**src/rtl/div_pkg.sv**
```systemverilog
// Shared types and default widths for the divider result buffer.
// The result record is the unit stored in the result FIFO and handed downstream.
package div_pkg;

    localparam int DIV_DIVIDEND_W = 16;
    localparam int DIV_DIVISOR_W  = 8;
    localparam int DIV_LATENCY    = 16;
    localparam int DIV_DEPTH      = 4;

    // One buffered divider result. Field order is quotient, remainder, dbz (MSB first).
    typedef struct packed {
        logic [DIV_DIVIDEND_W-1:0] quotient;
        logic [DIV_DIVISOR_W-1:0]  remainder;
        logic                      dbz;
    } div_result_t;

endpackage

```
**src/rtl/div_result_fifo.sv**
```systemverilog
// Result FIFO for div_result_buffer: DEPTH entries (power of two, at least 2).
// The entry type is a parameter. Pointers wrap naturally at DEPTH.
// Occupancy runs 0..DEPTH and is exported so the owner can run credit flow control.
// Storage is not reset; only pointers and occupancy are.
module div_result_fifo
    import div_pkg::*;
#(
    parameter int  DEPTH   = DIV_DEPTH,
    parameter type entry_t = div_result_t
) (
    input  logic                   clock,
    input  logic                   reset_n,
    input  logic                   push,
    input  entry_t                 push_data,
    input  logic                   pop,
    output entry_t                 head,
    output logic [$clog2(DEPTH):0] count
);

    localparam int unsigned PW   = $clog2(DEPTH);
    localparam logic [PW:0] FULL = DEPTH[PW:0];

    entry_t        mem [DEPTH];
    logic [PW-1:0] wr_ptr;
    logic [PW-1:0] rd_ptr;

    // Entry storage: write at the tail on push.
    always_ff @(posedge clock) begin
        if (push) begin
            mem[wr_ptr] <= push_data;
        end
    end

    // Pointer and occupancy bookkeeping; a simultaneous push and pop leaves count unchanged.
    always_ff @(posedge clock or negedge reset_n) begin
        if (!reset_n) begin
            wr_ptr <= '0;
            rd_ptr <= '0;
            count  <= '0;
        end else begin
            if (push) begin
                wr_ptr <= wr_ptr + PW'(1);
            end
            if (pop) begin
                rd_ptr <= rd_ptr + PW'(1);
            end
            case ({push, pop})
                2'b10:   count <= count + (PW+1)'(1);
                2'b01:   count <= count - (PW+1)'(1);
                default: count <= count;
            endcase
        end
    end

    assign head = mem[rd_ptr];

    // Upstream credit accounting must never let a result arrive with no free slot.
    assert property (@(posedge clock) disable iff (!reset_n)
        !(push && !pop && (count == FULL)));

endmodule

```
**src/rtl/div_result_buffer.sv**
```systemverilog
// div_result_buffer: front end and result buffer for a non-stallable pipelined divider.
// Operands pass straight through to the divider.
// A LATENCY-deep tag pipeline follows each accepted operation, and results land in a
// small FIFO when their tag reaches the last stage.
// Since the divider cannot stall, upstream is throttled by credit:
// an operation is accepted only if a FIFO slot is guaranteed for it on arrival.
// Optional feature macro: DIV_DBZ_SATURATE_EN. When it is defined, divide-by-zero
// results are stored as quotient all-ones, remainder zero.
module div_result_buffer
    import div_pkg::*;
#(
    parameter int DIVIDEND = DIV_DIVIDEND_W,
    parameter int DIVISOR  = DIV_DIVISOR_W,
    parameter int LATENCY  = DIV_LATENCY,
    parameter int DEPTH    = DIV_DEPTH
) (
    input  logic                clock,
    input  logic                reset_n,

    input  logic                in_valid,
    output logic                in_ready,
    input  logic [DIVIDEND-1:0] in_dividend,
    input  logic [DIVISOR-1:0]  in_divisor,

    output logic [DIVIDEND-1:0] div_dividend,
    output logic [DIVISOR-1:0]  div_divisor,
    input  logic [DIVIDEND-1:0] div_quotient,
    input  logic [DIVISOR-1:0]  div_remainder,

    output logic                out_valid,
    input  logic                out_ready,
    output logic [DIVIDEND-1:0] out_quotient,
    output logic [DIVISOR-1:0]  out_remainder,
    output logic                out_dbz
);

    // Same layout as div_pkg::div_result_t, but sized from this instance's parameters
    // so that non-default widths still work.
    typedef struct packed {
        logic [DIVIDEND-1:0] quotient;
        logic [DIVISOR-1:0]  remainder;
        logic                dbz;
    } entry_t;

    localparam int CW = $clog2(DEPTH) + 1;
    localparam int IW = $clog2(LATENCY + 1);
    localparam int SW = ((CW > IW) ? CW : IW) + 1;

    logic [LATENCY-1:0] tag_valid;
    logic [LATENCY-1:0] tag_dbz;
    logic [IW-1:0]      inflight;
    logic [CW-1:0]      fifo_count;
    logic [SW-1:0]      credit_used;
    logic               ready_en;
    logic               accept;
    logic               push;
    logic               pop;
    logic               last_valid;
    logic               last_dbz;
    entry_t             push_data;
    entry_t             head;

    assign div_dividend = in_dividend;
    assign div_divisor  = in_divisor;

    assign accept     = in_valid && in_ready;
    assign last_valid = tag_valid[LATENCY-1];
    assign last_dbz   = tag_dbz[LATENCY-1];
    assign push       = last_valid;

    // Results already buffered plus results still inside the divider must fit in the FIFO.
    assign credit_used = SW'(fifo_count) + SW'(inflight);
    assign in_ready    = ready_en && (credit_used < SW'(DEPTH));

    // Holds off acceptance until the first clock after reset release.
    always_ff @(posedge clock or negedge reset_n) begin
        if (!reset_n) begin
            ready_en <= 1'b0;
        end else begin
            ready_en <= 1'b1;
        end
    end

    // Tag pipeline that tracks each accepted operation and its divide-by-zero flag alongside the divider.
    always_ff @(posedge clock or negedge reset_n) begin
        if (!reset_n) begin
            tag_valid <= '0;
            tag_dbz   <= '0;
        end else begin
            tag_valid[0] <= accept;
            tag_dbz[0]   <= (in_divisor == '0);
            for (int i = 1; i < LATENCY; i++) begin
                tag_valid[i] <= tag_valid[i-1];
                tag_dbz[i]   <= tag_dbz[i-1];
            end
        end
    end

    // Running count of valid tag stages: it enters at stage 0 and leaves from the last stage.
    always_ff @(posedge clock or negedge reset_n) begin
        if (!reset_n) begin
            inflight <= '0;
        end else begin
            case ({accept, last_valid})
                2'b10:   inflight <= inflight + IW'(1);
                2'b01:   inflight <= inflight - IW'(1);
                default: inflight <= inflight;
            endcase
        end
    end

    // Build the entry to store from the divider outputs, applying optional divide-by-zero saturation.
    always_comb begin
        push_data.quotient  = div_quotient;
        push_data.remainder = div_remainder;
        push_data.dbz       = last_dbz;
`ifdef DIV_DBZ_SATURATE_EN
        if (last_dbz) begin
            push_data.quotient  = '1;
            push_data.remainder = '0;
        end
`endif
    end

    div_result_fifo #(
        .DEPTH   (DEPTH),
        .entry_t (entry_t)
    ) u_fifo (
        .clock     (clock),
        .reset_n   (reset_n),
        .push      (push),
        .push_data (push_data),
        .pop       (pop),
        .head      (head),
        .count     (fifo_count)
    );

    // Stale storage is never exposed: data outputs read zero whenever the FIFO is empty, including during reset.
    assign out_valid     = (fifo_count != '0);
    assign pop           = out_valid && out_ready;
    assign out_quotient  = out_valid ? head.quotient  : '0;
    assign out_remainder = out_valid ? head.remainder : '0;
    assign out_dbz       = out_valid ? head.dbz       : 1'b0;

endmodule

```
**config.mk**
```make
export PLATFORM = sky130hd
export DESIGN_NAME = div_result_buffer
export DESIGN_NICKNAME = d
export VERILOG_FILES = /design/src/rtl/div_pkg.sv /design/src/rtl/div_result_fifo.sv /design/src/rtl/div_result_buffer.sv
export SDC_FILE = /design/constraint.sdc
export NUM_CORES = 1
export LEC_CHECK = 0
export ABC_AREA = 1
export CAP_MARGIN = 20
export CORE_UTILIZATION = 47
export CTS_CLUSTER_DIAMETER = 100
export DETAILED_ROUTE_END_ITERATION = 6
export GPL_ROUTABILITY_DRIVEN = 1
export PLACE_DENSITY = 0.81
export SETUP_SLACK_MARGIN = 0.2
export SYNTH_ARGS = -nofsm -noshare
export SYNTH_HDL_FRONTEND = slang
export SYNTH_SLANG_ARGS = --single-unit
```
**constraint.sdc**
```tcl
create_clock -name clock -period 2 [get_ports clock]
set_clock_uncertainty 0.15 [all_clocks]
set_input_delay 0.5 -clock clock [delete_from_list [all_inputs] [get_ports clock]]
set_output_delay 0.5 -clock clock [all_outputs]
set_load 0.1 [all_outputs]
```
Yosys cells after proc, flatten, opt, wreduce, memory -nomap -nowiden
Memory sizes are Yosys's and may differ from the RTL's.
Index checks and enable logic that the tools add are counted.
Storage, ports and cells
  logic and storage cells: 34
  register bits: 45
  memory bits (writable): 100
  memories: 1
Operators by class
  mux-type cells: 7
  eq/ne operators: 4
  magnitude comparators: 1
  reductions and logical operators: 7
  add/subtract/negate cells: 7
Memory list
  u_fifo.mem: words 4, bits a word 25, read ports 1, clocked after Yosys merged registers in 0, wr ports 1, RTL line div_result_fifo.sv:23  | entry_t mem [DEPTH];
Operator list (count)
  $mux W16: 1
  $pmux W5 S2: 1
  $logic_not A8 Y1: 1
  $mux W8: 1
  $add A3 B5 Y6: 1
  $lt A6 B3 Y1 const B: 1
  $pmux W3 S2: 1
  $add A5 B1 Y5 const B: 1
  $sub A5 B1 Y5 const B: 1
  $add A2 B1 Y2 const B: 2
  $eq A2 B1 Y1 const B: 2
  $eq A2 B2 Y1 const B: 2
  $reduce_bool A2 Y1: 2
  $add A3 B1 Y3 const B: 1
  $logic_and A1 B1 Y1: 3
  $mux W1: 3
  $reduce_bool A3 Y1: 1
  $sub A3 B1 Y3 const B: 1

Depth between registers and ports, before layout
  depth in word-level cells: 6
  gate-level depth with buffers: 15
  depth with buffers taken out: 15

Cells and area by module
Synthesis repeated with hierarchy kept, for this count alone.
Second synthesis, totals
  cell total of the unflattened synthesis: 513
  area, all modules: 6094.6 um2
Modules (own cells, without submodules)
  div_result_fifo: instances 1, cells an instance 338, area an instance 4400.5 um2
  div_result_buffer: instances 1, cells an instance 175, area an instance 1694.1 um2

Worst setup path after synthesis
Ideal clock, no wire load.
  path type: register to register
  from: reg inflight[2]
  to: reg inflight[3]
  cell stages (with the launch flop): 12
  slack: -1.627 ns
  setup time: 0.117 ns
  arrival: 3.360 ns
  cell sequence: dfrtp_1 -> ha_1 -> nor2_1 -> nand2_1 -> nor2_1 -> nand2_1 -> ha_1 -> ha_1 -> a21oi_1 -> nand3b_1 -> nand3_1 -> nand2_1
Between the ends
  word-level cells in the longest chain between the ends: 6
  elaborated cells between the ends (all ways): 10
RTL lines
  start, declared: RTL line div_result_buffer.sv:51  | logic [IW-1:0] inflight;
  start signal, assigned: RTL line div_result_buffer.sv:105  | 2'b10: inflight <= inflight + IW'(1);
  start signal, assigned: RTL line div_result_buffer.sv:106  | 2'b01: inflight <= inflight - IW'(1);
  start signal, assigned: RTL line div_result_buffer.sv:107  | default: inflight <= inflight;
  $add A3 B5 Y6 (*): RTL line div_result_buffer.sv:72  | assign credit_used = SW'(fifo_count) + SW'(inflight);
  $lt A6 B3 Y1 (*): RTL line div_result_buffer.sv:73  | assign in_ready = ready_en && (credit_used < SW'(DEPTH));
  $logic_and A1 B1 Y1 (*): RTL line div_result_buffer.sv:73
  net in_ready: RTL line div_result_buffer.sv:21  | output logic in_ready,
  $logic_and A1 B1 Y1 (*): RTL line div_result_buffer.sv:66  | assign accept = in_valid && in_ready;
  $eq A2 B1 Y1 / $eq A2 B2 Y1 (equally long branches): RTL line div_result_buffer.sv:104  | case ({accept, last_valid})
  $pmux W5 S2 / $reduce_bool A2 Y1 (equally long branches)
Mark *: on every way through the listed nets, which the timed path passes. The rest lies on a longest branch.
A chain may end at the register's enable or synchronous reset.

Final worst setup path
  from: reg u_fifo.rd_ptr[0]
  to: out out_remainder[1]
Between the ends
  word-level cells in the longest chain between the ends: 2
RTL lines
  start, declared: RTL line div_result_fifo.sv:25  | logic [PW-1:0] rd_ptr;
  start signal, assigned: RTL line div_result_fifo.sv:45  | rd_ptr <= rd_ptr + PW'(1);
  $mem_v2 Z4 W25
  $mux W8: RTL line div_result_buffer.sv:142  | assign out_remainder = out_valid ? head.remainder : '0;
  end, declared: RTL line div_result_buffer.sv:33  | output logic [DIVISOR-1:0] out_remainder,
Every way passes these cells.

==> flow_summary.ini <==
[clock_tree]
tritoncts_num_sinks = 145
ctsRootBufferMaster = clkbuf_16
clock_latency_ns = 0.42
cts.clk_slew.worst_paths_ns = 0.06
cts_inserted_buffers = 17
number_of_buffers_between_clock_root_and_the_deepest_sink = 2
cts_max_level = 4
tritoncts = built

[logic_synthesis]
synth_top_flop_cell = edfxtp_1
warnings_from_yosys = 0
yosysTopAreaCellShare = 0.520
synthTopCellsByArea = edfxtp_1 52%, dfrtp_1 20%, nor2_1 7.0%, o21ai_0 3.9%, buf_4 3.4%
ys_top_cells_by_count = 108 x nor2_1, 100 x edfxtp_1, 45 x dfrtp_1, 45 x o21ai_0
synth_most_common_cell = nor2_1
ys_seq_area_frac = 0.715
postSynth.asyncResetShare = 0.310
syn_inst = 462
synth_edf_count = 100
post-synth-top-area-cell = edfxtp_1
cell_area_synth_um2 = 5770
synth_area_per_cell_um2 = 12.5
mappedNetlistNets = 527
ys_seq_elements = 145
ys_types = 25

[finish]
final_nets = 625
post_route_cells_drive_above_1_share = 0.394
antenna_cells_inserted = 0
layout-area-overhead-vs-synth_pct = 48.8

[drt]
wire_per_inst_um = 20.5
via_per_inst = 5.57
vias = 4010
drc = 0
postRouteWirelength_um = 14800
detailedRoute.firstPassIterationCount = 5
drtIter0Drc = 270
ant_nets = 0

[floorplanning]
die_height_um = 113
ioPinCount = 103
die-area_um2 = 12700
dieWidth_um = 113
design.core.area_um2 = 12000
fp-row-count = 40
starting_density_of_the_core = 0.481

[worst_setup_path]
path_common_cell = buf_12
r2r_cells = 15
critPathTopFamily = buffers and inverters
arrival_time_worst_endpoint_ns = 1.85
critPathMaxFanout = 6
crit_path_start_kind = flip-flop
critical_path.slowest_cell = dfrtp_2
critPathRequiredTime_ns = 1.35
worst-setup-path-type = reg -> out
worst-path-stages = 8
timing.critical_path.to_type = primary output
crit_chain = buf_12 > buf_12 > buf_16 > nor2_1 > nor2_1 > o21ai_2 > a21oi_4 > buf_12
max_stage_delay_ns = 0.40
crit_buf_inv = 4

[timing]
worst_hold_slack_ns = 0.201
maximum_clock_frequency_ghz = 0.401
finalSetupViolCount = 33
fin_ws_ns = -0.496
hold_violations = 0
max_slew_violation_count = 0
rsz_0062_raised_after_global_routing = yes
layout_min_cycle_time_ns = 2.50
finalCritPeriodShare = 1.25

[run_status]
violations = setup timing
run_status = finished, violations left

[global_routing]
global_route.usage.total = 0.233
first_global_vias = 4221
grt_pass1_wl_um = 21900
grt_antenna_before_repair = 0
grt_start_max_net_pins = 27
grt_overflow_total = 0

[placement]
globalplace.congestion = 0.852
dp_hpwl_um = 7540
place.port_buffers = 70

[worst_hold_path]
timing.hold.worst.class = reg -> reg
worstHoldPathCells = 0

[run]
cap_violations = 0
state kept, by name, indices dropped and copies added (netlist names):
name           count
u_fifo.mem       100
tag_dbz           16
tag_valid         16
inflight           5
u_fifo.count       3
u_fifo.rd_ptr      2
u_fifo.wr_ptr      2
ready_en           1
worst register-to-register path, cell delays in order (launching register included):
cell,delay [ns]
dfrtp_1,0.40
buf_6,0.13
ha_4,0.28
nor2_4,0.04
nand2_2,0.08
nor2_4,0.05
nand2_2,0.09
ha_4,0.19
inv_2,0.06
fa_2,0.38
nor2_2,0.14
nor2_1,0.07
nand2_1,0.10
nand2_2,0.07
nand2_2,0.07
nand2_1,0.06
through the flow:
stage | instances | instance area (um^2) | TNS [ns] | setup WS, ns | util
after global placement | 666 | 7390 | -0.920 | -0.210 | 0.616
after detailed placement | 666 | 7390 | -1.29 | -0.305 | 0.616
final | 720 | 8590 | -13.47 | -0.496 | 0.715
after CTS | 712 | 8320 | -11.71 | -0.439 | 0.693
after floorplan | 462 | 6200 | -6.65 | -0.575 | -
after global routing | 720 | 8590 | -15.32 | -0.544 | 0.715
final cells by class:
class | count | area, um^2
flip-flops and latches | 145 | 4130
repair buffers | 123 | 1730
clock inverters | 15 | 173
fillers | 710 | 3420
clock buffers | 17 | 425
inverters | 23 | 114
well taps | 147 | 184
multi-input cells | 250 | 1840
what timing repair did:
item | CTS | global route
setup buffers | 10 | 6
gates cloned | 3 | 2
setup endpoints to repair | 41 | 43
endpoints found under the hold margin | 18 | 0
pin swaps | 23 | 32
hold buffers | 1 | 0
gates resized for setup | 84 | 46
layout by cell type (no fill, tap or decap), types with 2 or more instances in the layout:
master and instances:
clkinv_4 2, nand3_2 3, inv_1 12, o21ai_2 29, nand2_1 21, nor4_1 2, buf_16 3, buf_12 46
nor2_4 4, clkbuf_16 19, inv_4 4, bufinv_16 2, clkdlybuf4s50_1 26, ha_4 7, inv_8 3, xor2_1 3
buf_6 13, ha_1 4, dlygate4sd2_1 8, nor2_1 91, nand2_2 6, dfrtp_1 44, inv_2 5, a21oi_4 26
nand3b_1 2, o21ai_1 25, inv_6 6, xnor2_1 3, o21ai_0 2, nor2_2 13, a21oi_2 2, edfxtp_1 100
buf_4 22, fa_2 2
logic make-up after synthesis:
kind of cell    share of synthesized area
simple gates                       0.0995
other cells                      0.000650
fa+ha+maj                          0.0308
flops                               0.715
compound gates                     0.0728
xor+xnor                          0.00910
buf+inv                            0.0720
layer usage:
layer	up-vias	share of wire	GRT usage
met3	45	0.059	0.0503
met2	197	0.52	0.406
met5	-	0	0
met4	0	0.033	0.115
li1	1751	-	-
met1	2017	0.39	0.274
path summary, 6_finish.rpt:
path / slack (ns) / endpoint / from
worst min register to register: 0.20 / tag_valid[9] / tag_valid[8]
min in group asynchronous: 0.41 / tag_valid[5] / reset_n
max in group asynchronous: 0.71 / u_fifo.count[1] / reset_n
worst max register to register: -0.48 / inflight[4] / u_fifo.count[2]
worst min-delay path: 0.20 / tag_valid[9] / tag_valid[8]
worst max-delay path: -0.50 / out_remainder[1] / u_fifo.rd_ptr[0]
Power is not shown: default switching activity piles up to over one toggle a cycle in this logic, so the estimate is an artifact.
